[config.mk]
export PLATFORM = sky130hd
export DESIGN_NAME = sobel_window_gen
export DESIGN_NICKNAME = d
export VERILOG_FILES = /design/src/rtl/sobel_window_gen.sv
export SDC_FILE = /design/constraint.sdc
export NUM_CORES = 1
export LEC_CHECK = 0
export BUFFER_PORTS_ARGS = -buffer_cell sky130_fd_sc_hd__clkbuf_2
export CAP_MARGIN = 20
export CORE_ASPECT_RATIO = 0.8
export CORE_MARGIN = 2
export CORE_UTILIZATION = 55
export CTS_BUF_LIST = sky130_fd_sc_hd__clkbuf_16
export DETAILED_ROUTE_END_ITERATION = 10
export MAX_ROUTING_LAYER = met4
export PLACE_DENSITY = 0.73
export SLEW_MARGIN = 20
export SYNTH_ARGS = -nofsm -noshare
export SYNTH_HDL_FRONTEND = slang
export SYNTH_SLANG_ARGS = --single-unit
export TNS_END_PERCENT = 30
[constraint.sdc]
create_clock -name clk -period 3.4 [get_ports clk]
set_input_delay 0.17 -clock clk [delete_from_list [all_inputs] [get_ports clk]]
set_output_delay 0.17 -clock clk [all_outputs]
set_load 0.05 [all_outputs]
[src/rtl/sobel_window_gen.sv]
`timescale 1ns/1ps
// Raster-order pixel stream to 3x3 neighbourhood generator feeding the sobel stage.
// Two line buffers plus a shifting window; the stream is stalled while a window awaits acknowledgement.
module sobel_window_gen #(
  parameter int IMG_WIDTH  = 16,
  parameter int IMG_HEIGHT = 16
) (
  input  logic                          clk,
  input  logic                          n_rst,
  input  logic                          start_frame,
  input  logic [7:0]                    pixel_in,
  input  logic                          pixel_valid,
  output logic                          pixel_ready,
  output logic [2:0][2:0][7:0]          comp_matrix,
  output logic                          sobel_en,
  input  logic                          sobel_done,
  output logic [$clog2(IMG_HEIGHT)-1:0] win_row,
  output logic [$clog2(IMG_WIDTH)-1:0]  win_col,
  output logic                          frame_done
);

  localparam int ROW_W = $clog2(IMG_HEIGHT);
  localparam int COL_W = $clog2(IMG_WIDTH);
  localparam logic [ROW_W-1:0] ROW_LAST = ROW_W'(IMG_HEIGHT - 1);
  localparam logic [COL_W-1:0] COL_LAST = COL_W'(IMG_WIDTH - 1);
  localparam logic [ROW_W-1:0] ROW_TWO  = ROW_W'(2);
  localparam logic [COL_W-1:0] COL_TWO  = COL_W'(2);

  typedef enum logic [1:0] {
    S_IDLE,
    S_ACCEPT,
    S_WAIT,
    S_DONE
  } state_t;

  state_t            state;
  state_t            next_state;
  logic [ROW_W-1:0]  row;
  logic [COL_W-1:0]  col;
  logic              last_pix;
  logic              accept;

  // line1 holds the previous row, line2 the row before that
  logic [7:0]        line1 [IMG_WIDTH];
  logic [7:0]        line2 [IMG_WIDTH];

  assign accept      = pixel_valid && (state == S_ACCEPT);
  assign pixel_ready = (state == S_ACCEPT);
  assign sobel_en    = (state == S_WAIT);
  assign frame_done  = (state == S_DONE);

  // NOTE: sequential state uses non-blocking assignments so every register samples pre-edge values.
  always_ff @(posedge clk or negedge n_rst) begin
    if (!n_rst) begin
      state <= S_IDLE;
    end else begin
      state <= next_state;
    end
  end

  // NOTE: next_state gets its default before the case so no path leaves it unassigned (no latch).
  always_comb begin
    next_state = state;
    unique case (state)
      S_IDLE: begin
        if (start_frame) next_state = S_ACCEPT;
      end
      S_ACCEPT: begin
        if (accept && (row >= ROW_TWO) && (col >= COL_TWO)) next_state = S_WAIT;
      end
      S_WAIT: begin
        if (sobel_done) next_state = last_pix ? S_DONE : S_ACCEPT;
      end
      S_DONE: begin
        next_state = S_IDLE;
      end
      default: next_state = S_IDLE;
    endcase
  end

  // Raster position of the next pixel; last_pix remembers whether the latest accept closed the frame.
  always_ff @(posedge clk or negedge n_rst) begin
    if (!n_rst) begin
      row      <= '0;
      col      <= '0;
      last_pix <= 1'b0;
    end else if ((state == S_IDLE) && start_frame) begin
      row      <= '0;
      col      <= '0;
      last_pix <= 1'b0;
    end else if (accept) begin
      last_pix <= (row == ROW_LAST) && (col == COL_LAST);
      if (col == COL_LAST) begin
        col <= '0;
        row <= (row == ROW_LAST) ? '0 : row + ROW_W'(1);
      end else begin
        col <= col + COL_W'(1);
      end
    end
  end

  // NOTE: the line buffers are reset explicitly because reset must leave every buffer entry at zero;
  // a buffer that may power up unknown would instead drop the reset and save the clear logic.
  always_ff @(posedge clk or negedge n_rst) begin
    if (!n_rst) begin
      line1       <= '{default: '0};
      line2       <= '{default: '0};
      comp_matrix <= '0;
      win_row     <= '0;
      win_col     <= '0;
    end else if (accept) begin
      line2[col] <= line1[col];
      line1[col] <= pixel_in;
      for (int r = 0; r < 3; r++) begin
        comp_matrix[r][0] <= comp_matrix[r][1];
        comp_matrix[r][1] <= comp_matrix[r][2];
      end
      // New rightmost column: two rows up, one row up, then the incoming pixel.
      comp_matrix[0][2] <= line2[col];
      comp_matrix[1][2] <= line1[col];
      comp_matrix[2][2] <= pixel_in;
      win_row <= row - ROW_W'(1);
      win_col <= col - COL_W'(1);
    end
  end

endmodule

==> results.sh <==
export IMPL_setup_tns_ns=0
export IMPL_grt_busiest_layer="met1"
export IMPL_wl_microns=39200
export IMPL_synthesis_nets=1235
export IMPL_status="finished clean"
export IMPL_max_stage_delay_ns=0.66
export IMPL_post_route_min_period_ns=2.80
export IMPL_port_buffers=95
export IMPL_global_route_usage_met3_pct=5.39
export IMPL_layout_common_cells="345 x sky130_fd_sc_hd__dfrtp_1, 201 x sky130_fd_sc_hd__nand2_1, 161 x sky130_fd_sc_hd__mux2_2, 94 x sky130_fd_sc_hd__clkbuf_2, 59 x sky130_fd_sc_hd__nor2_1"
export IMPL_ctsResizeCount=0
export IMPL_crit_path_max_fanout=16
export IMPL_tritoncts_clock_tree="built"
export IMPL_vias=10200
export IMPL_worst_setup_path_end_kind="flip-flop"
export IMPL_postCtsHoldBufs=3
export IMPL_drv_slew=0
export IMPL_maxCapViolations=0
export IMPL_cts_reportedPaths_clkPinSlew_ns=0.07
export IMPL_worst_min_path_class="input port to flip-flop"
export IMPL_number_of_flops_mapped_to_enable_cells_by_yosys=0
export IMPL_drcViolationCount=0
export IMPL_worst_setup_path_start_kind="flip-flop"
export IMPL_power_frac_seq_pct=37.5
export IMPL_clkSinkCount=347
export IMPL_placed_cell_area_sq_um=16400
export IMPL_cts_post_setup_buffers_inserted=0
export IMPL_hpwlAfterDp_microns=25000
export IMPL_cp_slowest_cell="sky130_fd_sc_hd__dfrtp_1"
export IMPL_dr_pass1_iters=4
export IMPL_place_gp_congestion=0.849
export IMPL_ys_warn_count=0
export IMPL_setup_violations_final=0
export IMPL_post_route_cells_drive_above_1_share_pct=33.2
export IMPL_arrival_time_reported_for_the_critical_path_endpoint_ns=3.25
export IMPL_grt_use_met2_pct=39.2
export IMPL_core_area_sq_um=28200
export IMPL_share_clk_of_total_power_pct=19.5
export IMPL_final_period_utilization_pct=82.3
export IMPL_synth_seq_cells=347
export IMPL_power_internal_uw=11300
export IMPL_globalRouteMet1Util_pct=40.9
export IMPL_top_level_ports=96
export IMPL_worst_slew_margin_rel_pct=24.8
export IMPL_die_height_microns=155
export IMPL_worst_slew_pin_slew_ns=1.13
export IMPL_via_per_inst=6.01
export IMPL_ir_worst_vdd_v=0.000852
export IMPL_worst_skew_pair_late_latency_ns=0.52
export IMPL_antenna_violating_nets_post_route=0
export IMPL_fmax_ghz=0.357
export IMPL_numCtsBuffers=35
export IMPL_yosysUniqueCellTypes=61
export IMPL_cellLeakagePower_uw=0.00829
export IMPL_netlist_area_sq_um=15700
export IMPL_grt_start_max_net_pins=102
export IMPL_timing_critical_path_cells="or3_1, buf_4, nor2_1, nor3_1, o31ai_1, dlygate4sd3_1"
export IMPL_clock_skew_final_ns=0.0206
export IMPL_synth_cells=1214
export IMPL_grt_overflow_total=0
export IMPL_cts_root_to_sink_buffers=3
export IMPL_gr_usage_all_layers_pct=27.7
export IMPL_criticalPathCategory="flip-flop to flip-flop"
export IMPL_synth_main_ff_cell="sky130_fd_sc_hd__dfrtp_1"
export IMPL_drt_initial_drc_count=750
export IMPL_mostFrequentLayoutCell="sky130_fd_sc_hd__dfrtp_1"
export IMPL_asyncSetResetFlopFracSynth_pct=100
export IMPL_syn2layout_area_growth_pct=11.2
export IMPL_post_drt_wl_per_cell_microns=23.2
export IMPL_power_density_cell_area_nw_per_um2=1100
export IMPL_required_ns=3.85
export IMPL_antenna_found_initial=1
export IMPL_power_switching_uw=7940
export IMPL_rsz0062_at_grt="no"
export IMPL_design_final_nets=1318
export IMPL_final_hold_violation_count=0
export IMPL_core_rowCount=55
export IMPL_first_pass_grt_wire_length_microns=60500
export IMPL_die_area_sq_um=30000
export IMPL_cts_max_level=2
export IMPL_p_sw_share_pct=41.3
export IMPL_combinationalPowerShare_pct=43.0
export IMPL_avgSynthCellArea_sq_um=13.0
export IMPL_cts_root_buffer="sky130_fd_sc_hd__clkbuf_16"
export IMPL_synth_yosys_seq_area_share_pct=55.2
export IMPL_chipWidth_microns=193
export IMPL_final_design_instance_area_without_fill_sq_um=17500
export IMPL_initial_utilization_pct=55.8
export IMPL_fillCellCount=2162
export IMPL_first_global_vias=10000
-- critical path, delay by kind of cell, from the launching register on --
family,cells,cell delay [ns]
compound gates,1,0.25
buf+inv,2,0.80
flops,1,0.66
simple gates,3,1.00
-- cell usage after synthesis, types with 6 or more instances --
cell type	number	share of area, %
sky130_fd_sc_hd__dfrtp_1	347	55
sky130_fd_sc_hd__mux2_2	161	12
sky130_fd_sc_hd__nor3_1	14	0.45
sky130_fd_sc_hd__o21ai_0	19	0.60
sky130_fd_sc_hd__clkbuf_1	23	0.55
sky130_fd_sc_hd__buf_4	15	0.72
sky130_fd_sc_hd__a22oi_1	14	0.67
sky130_fd_sc_hd__a21oi_2	30	1.7
sky130_fd_sc_hd__ha_1	8	0.64
sky130_fd_sc_hd__mux2_1	37	2.6
sky130_fd_sc_hd__mux2i_1	52	3.3
sky130_fd_sc_hd__nor2_1	59	1.4
sky130_fd_sc_hd__a21oi_1	22	0.70
sky130_fd_sc_hd__mux4_2	37	5.3
sky130_fd_sc_hd__and3_1	8	0.32
sky130_fd_sc_hd__mux2_4	13	1.2
sky130_fd_sc_hd__buf_2	12	0.38
sky130_fd_sc_hd__buf_6	29	2.1
sky130_fd_sc_hd__nor2b_1	6	0.24
sky130_fd_sc_hd__xnor2_1	6	0.33
sky130_fd_sc_hd__o22ai_1	16	0.64
sky130_fd_sc_hd__nand2_1	202	4.8
-- sequential cells by signal, indices dropped and copies added (netlist names) --
signal,cells
col,4
comp_matrix,72
last_pix,1
line1,128
line2,128
row,4
state,2
win_col,4
win_row,4
-- power groups by stage --
stage               clock network, uW  logic [uW]  registers, uW
global route                     3980        8830           7430
floorplan                           0        5110           8220
detailed placement                  0        8170           7250
global placement                    0        8010           7150
CTS                              3800        8240           7190
finish                           3760        8270           7210
-- layer usage --
metal	vias to the layer above	part of all wire, %
met5	-	0
met3	87	8.2
met4	0	2.7
met2	407	43
li1	4446	-
met1	5231	46
-- path summary, 6_finish.rpt --
kind / startpoint / endpoint / slack [ns] / cells after the start
min reg2reg: comp_matrix[48] / comp_matrix[48] / 0.47 / 2
max in group asynchronous: n_rst / line1[92] / 2.08 / 3
min in group asynchronous: n_rst / comp_matrix[52] / 0.32 / 2
max reg2reg: col[2] / state[0] / 0.60 / 6
min: pixel_in[6] / comp_matrix[70] / 0.14 / 3
max: col[2] / state[0] / 0.60 / 6
-- logic make-up (layout without fill, tap and decap cells) --
family,Yosys count,count (layout),synth area share [%]
AO/OA/AOI/OAI,134,134,6.16
XOR/XNOR,7,7,0.390
adder cells (fa/ha/maj),8,8,0.636
buffers and inverters,95,203,4.36
flip-flops,347,347,55.2
multiplexers,300,300,24.0
other,0,1,0
AND/OR/NAND/NOR,323,323,9.26
-- final cells by class --
cell class                 instances  area (sq um)  area share [%]
sequential                       347          8690            49.7
timing repair buffer             134           836            4.78
inverter                           7          26.3           0.150
antenna                            1          2.50          0.0143
clock inverter                    25           178            1.02
multi-input combinational        772          6380            36.4
tap                              370           463            2.65
clock buffer                      37           926            5.29
-- metrics by stage --
stage	setup slack [ns]	utilization (%)	total power, uW	cells	hold slack (ns)
2_1_floorplan	1.01	-	13300	1214	-0.126
3_3_place_gp	0.803	58.0	15200	1627	0.274
3_5_place_dp	0.776	58.0	15400	1627	0.275
4_1_cts	0.687	62.0	19200	1692	0.124
5_1_grt	0.468	62.0	20200	1693	0.168
6_report	0.602	62.0	19200	1693	0.141
Note: power is estimated with default switching activity, not from simulation.
